[config.mk]
export PLATFORM = sky130hd
export DESIGN_NAME = sdp_nrdma_eg_ctx
export DESIGN_NICKNAME = d
export VERILOG_FILES = /design/src/rtl/sdp_nrdma_eg_ctx.sv
export SDC_FILE = /design/constraint.sdc
export NUM_CORES = 1
export LEC_CHECK = 0
export CORE_ASPECT_RATIO = 0.7
export CORE_MARGIN = 2
export CORE_UTILIZATION = 37
export CTS_BUF_LIST = sky130_fd_sc_hd__clkbuf_16
export DETAILED_ROUTE_END_ITERATION = 10
export SLEW_MARGIN = 10
export SYNTH_ARGS = -nofsm -noshare
export SYNTH_HDL_FRONTEND = slang
export SYNTH_SLANG_ARGS = --single-unit
[constraint.sdc]
create_clock -name nvdla_core_clk_mgated -period 8.7 [get_ports nvdla_core_clk_mgated]
set_input_delay 0.87 -clock nvdla_core_clk_mgated [delete_from_list [all_inputs] [get_ports nvdla_core_clk_mgated]]
set_output_delay 0.87 -clock nvdla_core_clk_mgated [all_outputs]
set_load 0.02 [all_outputs]
[src/rtl/sdp_nrdma_eg_ctx.sv]
// sdp_nrdma_eg_ctx: tracks read contexts against returned DMA beats and forwards them through a 2-entry skid with boundary flags
module sdp_nrdma_eg_ctx #(
  parameter int DW = 256
) (
  input  logic          nvdla_core_clk_mgated,
  input  logic          nvdla_core_rstn,
  input  logic          op_en,
  input  logic          cq2eg_pvld,
  output logic          cq2eg_prdy,
  input  logic [15:0]   cq2eg_pd,
  input  logic          dma_rd_rsp_pvld,
  output logic          dma_rd_rsp_prdy,
  input  logic [DW-1:0] dma_rd_rsp_pd,
  output logic          eg2dp_pvld,
  input  logic          eg2dp_prdy,
  output logic [DW+2:0] eg2dp_pd,
  output logic          layer_done,
  output logic [31:0]   layer_beats,
  output logic          eg_idle
);
  typedef enum logic [1:0] {IDLE, ACTIVE, DONE} state_e;
  state_e        state_q, state_d;
  logic          ctx_vld_q, ctx_vld_d;
  logic [6:0]    ctx_q, ctx_d;
  logic [3:0]    cnt_q, cnt_d;
  logic [1:0]    sk_cnt_q, sk_cnt_d;
  logic [DW+2:0] sk0_q, sk0_d, sk1_q, sk1_d;
  logic [31:0]   layer_beats_q, layer_beats_d;
  logic [DW+2:0] din;
  logic [1:0]    wr_pos;
  logic          rsp_acc, rsp_last, cq_acc, out_acc;
  logic          unused_rsvd;

  assign unused_rsvd     = ^cq2eg_pd[15:7];
  assign eg2dp_pvld      = sk_cnt_q != 2'd0;
  assign eg2dp_pd        = sk0_q;
  assign out_acc         = eg2dp_pvld && eg2dp_prdy;
  assign dma_rd_rsp_prdy = ctx_vld_q && (sk_cnt_q != 2'd2 || eg2dp_prdy);
  assign rsp_acc         = dma_rd_rsp_pvld && dma_rd_rsp_prdy;
  assign rsp_last        = rsp_acc && cnt_q == ctx_q[3:0];
  // popping stops once the layer_end context finishes, so nothing is fetched past the layer
  assign cq2eg_prdy      = state_q == ACTIVE && (!ctx_vld_q || (rsp_last && !ctx_q[6]));
  assign cq_acc          = cq2eg_pvld && cq2eg_prdy;
  assign din             = {ctx_q[6:4] & {3{rsp_last}}, dma_rd_rsp_pd};
  assign wr_pos          = sk_cnt_q - {1'b0, out_acc};
  assign layer_done      = out_acc && sk0_q[DW+2];
  assign layer_beats     = layer_beats_q;
  assign eg_idle         = state_q == IDLE && !ctx_vld_q && sk_cnt_q == 2'd0;

  // layer sequencing: wait for enable, run until the layer_end beat, then wait for disable and drain
  always_comb begin
    state_d = state_q;
    unique case (state_q)
      IDLE:    state_d = op_en ? ACTIVE : IDLE;
      ACTIVE:  state_d = (rsp_last && ctx_q[6]) ? DONE : ACTIVE;
      DONE:    state_d = (!op_en && sk_cnt_q == 2'd0) ? IDLE : DONE;
      default: state_d = IDLE;
    endcase
  end

  // context register with same-cycle reload on the last beat, plus beat counter and statistics
  always_comb begin
    ctx_vld_d     = cq_acc ? 1'b1 : (rsp_last ? 1'b0 : ctx_vld_q);
    ctx_d         = cq_acc ? cq2eg_pd[6:0] : ctx_q;
    cnt_d         = rsp_last ? 4'd0 : (rsp_acc ? cnt_q + 4'd1 : cnt_q);
    layer_beats_d = (state_q == IDLE && op_en) ? 32'd0 : layer_beats_q + {31'd0, out_acc};
  end

  // skid FIFO: shift on pop, then write the incoming beat into the first free slot
  always_comb begin
    sk_cnt_d = sk_cnt_q + {1'b0, rsp_acc} - {1'b0, out_acc};
    sk0_d    = out_acc ? sk1_q : sk0_q;
    sk1_d    = sk1_q;
    if (rsp_acc && wr_pos == 2'd0) sk0_d = din;
    if (rsp_acc && wr_pos == 2'd1) sk1_d = din;
  end

  // state registers, cleared asynchronously so a mid-layer reset discards everything held
  always_ff @(posedge nvdla_core_clk_mgated or negedge nvdla_core_rstn) begin
    if (!nvdla_core_rstn) begin
      state_q       <= IDLE;
      ctx_vld_q     <= 1'b0;
      ctx_q         <= '0;
      cnt_q         <= '0;
      sk_cnt_q      <= '0;
      sk0_q         <= '0;
      sk1_q         <= '0;
      layer_beats_q <= '0;
    end else begin
      state_q       <= state_d;
      ctx_vld_q     <= ctx_vld_d;
      ctx_q         <= ctx_d;
      cnt_q         <= cnt_d;
      sk_cnt_q      <= sk_cnt_d;
      sk0_q         <= sk0_d;
      sk1_q         <= sk1_d;
      layer_beats_q <= layer_beats_d;
    end
  end
endmodule

==> results of run 1 <==
-- state kept, by name, indices dropped and copies added (netlist names) --
signal,count
eg2dp_pd,259
sk_cnt_q,2
layer_beats,32
ctx_vld_q,1
state_q,2
ctx_q,7
cnt_q,4
sk1_q,259
-- final cells by class --
class | count | area share, %
antenna | 12 | 0.0923
clock buffer | 59 | 4.54
clock inverter | 46 | 0.777
inverter | 12 | 0.138
multi-input combinational | 1213 | 29.6
sequential | 566 | 43.5
tap | 880 | 3.38
timing repair buffer | 576 | 18.0
-- cells by family after synthesis --
kind of cell / after synthesis
muxes: 521
xor gates and xnor gates: 34
DFF: 566
AOI/OAI and AO/OA: 281
buffers and inverters: 135
and+or+nand+nor: 371
adders and majority gates: 6
-- layer usage --
metal  track usage (%)  share of wire [%]  vias up
met1              23.8                 43     8096
met4              7.00                2.6       10
met2              28.8                 47      395
met3              6.04                7.3      111
met5                 0               0.10        -
li1                  -                  -     7669
-- power breakdown --
group / leakage [uW] / internal (uW) / switching, uW
logic: 0.00706 / 2930 / 2700
clock network: 0.000911 / 1280 / 1040
registers: 0.00688 / 3940 / 706
-- per-stage QoR --
stage / total power, uW / hold WS, ns / util, % / cells / area (um2)
4_1_cts: 12800 / 0.350 / 49.9 / 3352 / 32500
3_3_place_gp: 10200 / 0.468 / 47.3 / 3247 / 30800
2_1_floorplan: 8150 / 0.450 / - / 1914 / 24500
3_5_place_dp: 10400 / 0.481 / 47.3 / 3247 / 30800
6_report: 12600 / 0.294 / 50.0 / 3364 / 32500
5_1_grt: 13400 / 0.368 / 50.0 / 3360 / 32500
-- cells in the final DEF (no fill, tap or decap), drive strengths merged, types with 7 or more instances in the layout --
cell type / n
xnor2: 22
clkbuf: 59
mux2i: 258
buf: 13
o21ai: 268
clkinv: 27
nor3: 9
xor2: 12
a21oi: 7
inv: 28
nand3: 12
diode: 12
dfrtp: 566
nand2: 274
clkdlybuf4s50: 563
nor4: 8
mux2: 263
nor2: 33
-- worst min-delay path by stage --
stage / from / endpoint / slack [ns] / cells past startpoint
after floorplan: sk1_q[258] / sk1_q[258] / 0.45 / 2
final: nvdla_core_rstn / sk1_q[51] / 0.29 / 1
after CTS: nvdla_core_rstn / sk1_q[51] / 0.35 / 1
after detailed placement: sk1_q[258] / sk1_q[258] / 0.48 / 2
after global placement: sk1_q[258] / sk1_q[258] / 0.47 / 2
after global routing: nvdla_core_rstn / eg2dp_pd[76] / 0.37 / 1
==> flow_summary.yaml, run 1 <==
status:
  outcome: "completed"
timing:
  max_freq_ghz: 0.243
  grt_setup_unrepaired: "false"
  finalHoldViolCount: 0
  tns_ns: 0
  setup_ws_ns: 4.59
  setup_viol: 0
  worstMarginPinSlew_ns: 1.25
  relSlewSlack_pct: 16.9
  finClkSkew_ns: 0.0110
  fin_crit_sh_pct: 47.2
  maxSlewViolCount: 0
  fin_crit_ns: 4.11
clock_tree:
  post_cts_resized: 0
  hold_buffers: 0
  cts_tree: "built"
  cts_setup_buffers: 0
  clkLatencyLatePin_ns: 0.61
  numCtsBuffers: 57
  cts_buffer_depth: 3
  htreeDepth: 2
  cts.sinks: 566
  root_buffer: "clkbuf_16"
  clk_pin_slew_ns: 0.06
yosys:
  yosysMostFrequentCell: "dfrtp_1"
  synth_edf_count: 0
  syn_avg_cell_area_um2: 12.8
  yosys.area.top_type: "dfrtp_1"
  syn_nets: 2198
  synth_warnings: 0
  synth_commonest_cells: "dfrtp_1, nand2_1, o21ai_0, mux2i_1, mux2_4"
  synth.area.top_cells: "dfrtp_1, mux2_4, mux2i_1, o21ai_0, nand2_1"
  yosys.cell_types.count: 37
  synth_compound_area_share_pct: 5.81
  synth_fa_ha_area_share_pct: 0.307
  async_flop_share_pct: 100
  synthCells: 1914
  synth_top_family_by_area: "multiplexers"
  ys_ff_latch: 566
  yosys.area_share.simple_pct: 6.37
  post-synth-top-area-fraction_pct: 57.8
  synth_seq_area_share_pct: 57.8
  synth_area_mm2: 0.0245
  synth_xor_area_share_pct: 1.22
  synth_ff_type: "dfrtp_1"
  synthMuxAreaShare_pct: 25.5
critical_path:
  regToRegStartpoint: "sk_cnt_q[1]"
  critPathMaxFanout: 197
  cp_slowest_stage_delay_ns: 0.89
  start_kind: "flip-flop"
  critPathKind: "reg2reg"
  r2r_cells: 10
  critPathBufInv: 3
  crit_path_start: "sk_cnt_q[1]"
  path_depth: 10
  cp_cell_sequence: "or2_2 > nand2_4 > inv_1 > ha_1 > xor2_1 > or2_2 > nor2_4 > buf_12 > buf_4 > o21ai_0"
  endpoint_kind: "flip-flop"
  path_common_cell: "or2_2"
  required_ns: 9.14
  r2r-end: "eg2dp_pd[13]"
  crit_end: "eg2dp_pd[13]"
  cp.arrival_ns: 4.54
  cpMaxStageDelayCell: "buf_4"
  reg2reg_slack_ns: 4.59
  path_delay_family: "buffers and inverters"
grt:
  grt-ovfl-total: 0
  antenna_found_initial: 13
  grt_pass1_wl_mm: 99.9
  grt_max_degree: 209
  grt_usage_pct: 18.4
  grt_pass1_vias: 17000
place:
  gp_congestion: 0.800
  portBuffers: 564
  pre_cts_slack_ns: 3.86
  dpl.hpwl_mm: 41.9
layout:
  fill_cells: 5703
  multi_input_area_mm2: 0.00962
  layout.nets: 2710
  ff_latch_area_mm2: 0.0142
  drive_above_1_share_pct: 14.6
  syn2layout_area_growth_pct: 32.8
detailed_routing:
  drc_errors: 0
  drt_iter0_drc: 825
  post_drt_wl_per_cell_um: 19.1
  via_per_inst: 4.84
  ant_nets: 0
  first_pass_iters: 5
  vias: 16300
  finalWirelength_mm: 64.2
floorplan:
  fp.dieH_um: 219
  dieArea_mm2: 0.0683
  die_w_um: 312
  rows: 78
  coreArea_mm2: 0.0651
  initial_utilization_pct: 37.6
  pin_count: 574
pwr:
  leakagePower_uw: 0.0148
  power_density_mw_per_mm2: 387
  ir_drop_mv: 0.346
job:
  cap_violations: 0
hold_path:
  hp-class: "in2async"
No activity file was read; power rests on OpenSTA's default activity.
==> inputs of run 2 (changes only) <==
==> constraint.sdc (replaced) <==
create_clock -name nvdla_core_clk_mgated -period 4.3 [get_ports nvdla_core_clk_mgated]
set_input_delay 0.43 -clock nvdla_core_clk_mgated [delete_from_list [all_inputs] [get_ports nvdla_core_clk_mgated]]
set_output_delay 0.43 -clock nvdla_core_clk_mgated [all_outputs]
set_load 0.02 [all_outputs]
==> run 2 against run 1 <==
Against the previous run:
- design area up 0.35%
- cell count up 0.21%
- count of clock-buffer cells in the layout decreased by 2
- total power rose by 100%
- non-clock buffer count grew 14
- register-to-register slack worse by 3.5 ns
- critical endpoint is now layer_done
- clock power up 100%
- worst hold slack better by 0.10 ns
- sequential share of layout area is 0.15 points lower
- critical path depth fell by 5
- wire length rose by 1.8%
- largest power group unchanged
- global-route usage up 0.45 points
==> flow_summary.yaml, run 2 (synthesized netlist as in run 1, its figures left out) <==
hold_path:
  hp-class: "in2reg"
  hold_end: "ctx_q[6]"
  min_from: "cq2eg_pd[6]"
  worstHoldPathCells: 3
timing:
  setup_viol: 0
  tns_ns: 0
  hold_ws_ns: 0.399
  grt_setup_unrepaired: "false"
  fin_crit_sh_pct: 79.4
  finalHoldViolCount: 0
  setup_ws_ns: 0.887
  worstMarginPinSlew_ns: 1.08
  max_freq_ghz: 0.293
  relSlewSlack_pct: 27.9
  fin_crit_ns: 3.41
  finClkSkew_ns: 0.0137
  maxSlewViolCount: 0
floorplan:
  dieArea_mm2: 0.0683
  fp.dieH_um: 219
  pin_count: 574
  die_w_um: 312
  rows: 78
  coreArea_mm2: 0.0651
  initial_utilization_pct: 37.6
critical_path:
  critPathKind: "reg2out"
  regToRegStartpoint: "sk_cnt_q[0]"
  reg2reg_slack_ns: 1.11
  endpoint_kind: "output port"
  critPathMaxFanout: 52
  start_kind: "flip-flop"
  cp.arrival_ns: 2.98
  required_ns: 3.87
  r2r-end: "eg2dp_pd[28]"
  r2r_cells: 6
clock_tree:
  cts.sinks: 566
  numCtsBuffers: 56
  clkLatencyLatePin_ns: 0.61
  cts_buffer_depth: 3
  cts_tree: "built"
  root_buffer: "clkbuf_16"
  hold_buffers: 1
  post_cts_resized: 0
  clk_pin_slew_ns: 0.07
  cts_setup_buffers: 0
  htreeDepth: 2
grt:
  antenna_found_initial: 12
  grt_pass1_vias: 17200
  grt_pass1_wl_mm: 102
  grt_usage_pct: 18.8
  grt-ovfl-total: 0
  grt_max_degree: 151
layout:
  ff_latch_area_mm2: 0.0142
  multi_input_area_mm2: 0.00962
  final_common_cell: "dfrtp_1"
  fill_cells: 5692
  layout.nets: 2723
  syn2layout_area_growth_pct: 33.3
  drive_above_1_share_pct: 14.9
  finish.utilization_pct: 50.1
  finalInstanceArea_mm2: 0.0326
  most-common-layout-cells: "dfrtp_1, clkdlybuf4s50_1, nand2_1"
detailed_routing:
  finalWirelength_mm: 65.4
  via_per_inst: 4.85
  drc_errors: 0
  vias: 16300
  post_drt_wl_per_cell_um: 19.4
  drt_iter0_drc: 951
  first_pass_iters: 4
  ant_nets: 0
place:
  gp_congestion: 0.798
  portBuffers: 564
  dpl.hpwl_mm: 43.3
  pre_cts_slack_ns: 1.01
  placed_area_mm2: 0.0309
status:
  outcome: "completed"
pwr:
  ir_drop_mv: 0.481
  leakagePower_uw: 0.0149
  power_density_mw_per_mm2: 782
job:
  cap_violations: 0
-- run 2: report_power, final --
| group | internal [uW] | switching, uW | leakage [uW] |
|---|---|---|---|
| clock | 2560 | 2090 | 0.000890 |
| combinational | 5950 | 5510 | 0.00714 |
| sequential | 7980 | 1450 | 0.00688 |
| total | 16500 | 9040 | 0.0149 |
-- run 2: final cells by class --
type	count	share of cell area, %
clock buffer	57	4.37
timing repair buffer	590	18.4
inverter	12	0.138
tap	880	3.37
sequential	566	43.4
antenna	9	0.0690
multi-input combinational	1213	29.5
clock inverter	44	0.813
-- run 2: metal layers --
metal,wire [um],vias up,global-route usage (%)
met3,4790,119,6.01
met4,1950,8,6.41
met2,30500,398,29.7
met1,28100,8122,24.6
met5,54,-,0
li1,-,7687,-
-- run 2: how the worst max path moves through the flow --
| stage | from | to | slack [ns] | cells after the start |
|---|---|---|---|---|
| global route | cnt_q[1] | cq2eg_prdy | 0.75 | 5 |
| floorplan | sk_cnt_q[0] | eg2dp_pd[217] | 1.21 | 14 |
| detailed placement | eg2dp_prdy | eg2dp_pd[102] | 1.01 | 6 |
| global placement | eg2dp_prdy | eg2dp_pd[203] | 1.05 | 6 |
| finish | sk_cnt_q[0] | layer_done | 0.89 | 5 |
| CTS | sk_cnt_q[0] | layer_done | 0.84 | 5 |
-- run 2: through the flow --
stage,std cells,power [uW]
6_report,3371,25500
5_1_grt,3369,27100
4_1_cts,3362,25900
3_5_place_dp,3260,21000
3_3_place_gp,3260,20600
2_1_floorplan,1914,16500
-- run 2: worst max-delay path: stages (launching register included) --
cell and delay [ns]:
dfrtp_1 0.41, or2_2 0.36, nand2_4 0.08, buf_4 0.73, nor2_1 0.08, clkdlybuf4s50_1 0.61
==> inputs of run 3 (changes only) <==
==> constraint.sdc (replaced) <==
create_clock -name nvdla_core_clk_mgated -period 3.1 [get_ports nvdla_core_clk_mgated]
set_input_delay 0.31 -clock nvdla_core_clk_mgated [delete_from_list [all_inputs] [get_ports nvdla_core_clk_mgated]]
set_output_delay 0.31 -clock nvdla_core_clk_mgated [all_outputs]
set_load 0.02 [all_outputs]
==> run 3 against run 2 <==
Against the previous run:
- via count is 1.5% higher
- worst hold slack worse by 0.11 ns
- flip-flop and latch count unchanged
- non-clock buffer count up 27
- largest power group unchanged
==> flow_summary.yaml, run 3 (synthesized netlist as in run 1, its figures left out) <==
job:
  cap_violations: 0
critical_path:
  start_kind: "flip-flop"
  critPathMaxFanout: 4
  required_ns: 2.79
  cpMaxStageDelayCell: "clkdlybuf4s50_1"
  critPathKind: "reg2out"
  path_delay_family: "buffers and inverters"
  cp_slowest_stage_delay_ns: 0.67
  endpoint_kind: "output port"
  critPathBufInv: 1
  cp_cell_sequence: "xor2_1 > nor4_2 > nand4b_1 > a21oi_1 > clkdlybuf4s50_1"
  cp.arrival_ns: 2.59
layout:
  most-common-layout-cells: "dfrtp_1, clkdlybuf4s50_1, nand2_1"
  finalNonFillerCells: 3398
  finalInstanceArea_mm2: 0.0331
  syn2layout_area_growth_pct: 35.2
  finish.utilization_pct: 50.9
  multi_input_area_mm2: 0.00962
  drive_above_1_share_pct: 15.8
  ff_latch_area_mm2: 0.0142
  final_common_cell: "dfrtp_1"
  layout.nets: 2750
  fill_cells: 5660
place:
  placed_cells: 3287
  gp_congestion: 0.827
  dpl.hpwl_mm: 45.2
  placed_area_mm2: 0.0313
  portBuffers: 564
  pre_cts_slack_ns: 0.219
timing:
  setup_ws_ns: 0.203
  worstMarginPinSlew_ns: 0.945
  max_freq_ghz: 0.345
  fin_crit_ns: 2.90
  maxSlewViolCount: 0
  setup_viol: 0
  finClkSkew_ns: 0.0182
  finalHoldViolCount: 0
  fin_crit_sh_pct: 93.4
  tns_ns: 0
  grt_setup_unrepaired: "false"
  relSlewSlack_pct: 37.0
detailed_routing:
  first_pass_iters: 5
  drt_iter0_drc: 872
  ant_nets: 0
  drc_errors: 0
  finalWirelength_mm: 66.1
  vias: 16600
  via_per_inst: 4.88
  post_drt_wl_per_cell_um: 19.5
status:
  outcome: "completed"
hold_path:
  hp-class: "in2reg"
grt:
  grt_pass1_wl_mm: 102
  grt-ovfl-total: 0
  grt_usage_pct: 19.0
  grt_max_degree: 96
  antenna_found_initial: 11
  grt_pass1_vias: 17400
clock_tree:
  cts.sinks: 566
  clkLatencyLatePin_ns: 0.60
  numCtsBuffers: 56
  htreeDepth: 2
  cts_setup_buffers: 0
  clk_pin_slew_ns: 0.06
  root_buffer: "clkbuf_16"
  cts_buffer_depth: 3
  cts_tree: "built"
floorplan:
  initial_utilization_pct: 37.6
  rows: 78
  coreArea_mm2: 0.0651
  die_w_um: 312
  fp.dieH_um: 219
  dieArea_mm2: 0.0683
  pin_count: 574
pwr:
  ir_drop_mv: 0.469
  leakagePower_uw: 0.0152
  power_density_mw_per_mm2: 1090
==> run 3: power breakdown <==
group / internal, uW / leakage, uW / total [uW] / switching (uW)
registers: 11100 / 0.00688 / 13100 / 2050
logic: 8500 / 0.00734 / 16200 / 7670
clock network: 3880 / 0.000936 / 6750 / 2870
==> run 3: worst min-delay path: stages <==
cell and delay (ns):
clkdlybuf4s50_1 0.40, inv_1 0.06, o21ai_0 0.07
==> run 3: layout make-up <==
| class | instances | share of cell area (%) |
|---|---|---|
| Timing Repair Buffer | 617 | 19.2 |
| Antenna cell | 8 | 0.0605 |
| Clock inverter | 45 | 1.10 |
| Tap cell | 880 | 3.33 |
| Clock buffer | 57 | 4.31 |
| Multi-Input combinational cell | 1213 | 29.1 |
| Inverter | 12 | 0.136 |
| Sequential cell | 566 | 42.8 |
==> run 3: through the flow <==
stage                     hold WS [ns]  power, uW
after floorplan                 0.0144      22900
after global placement           0.347      29000
after detailed placement         0.351      29500
after CTS                        0.230      36500
after global routing             0.253      38200
final                            0.288      36000
==> run 3: final timing paths <==
path,startpoint,endpoint,slack [ns],depth (start not counted)
max,cnt_q[1],cq2eg_prdy,0.20,5
max in group asynchronous,nvdla_core_rstn,sk1_q[249],1.79,4
max reg2reg,sk_cnt_q[1],eg2dp_pd[16],0.32,11
min in group asynchronous,nvdla_core_rstn,eg2dp_pd[66],0.32,2
min reg2reg,sk1_q[258],sk1_q[258],0.49,2
min,cq2eg_pd[6],ctx_q[6],0.29,3
==> run 3: timing repair <==
item                       CTS  global route
hold buffers                 1             0
setup endpoints to repair    1             0
hold endpoints to repair    48             0
gates resized for setup      1             0
==> run 3: layer usage <==
layer,global-route usage (%),vias up,part of all wire (%)
met3,6.01,113,7.4
met5,0,-,0.086
met4,6.07,8,2.7
li1,-,7751,-
met2,30.1,409,47
met1,24.8,8297,43
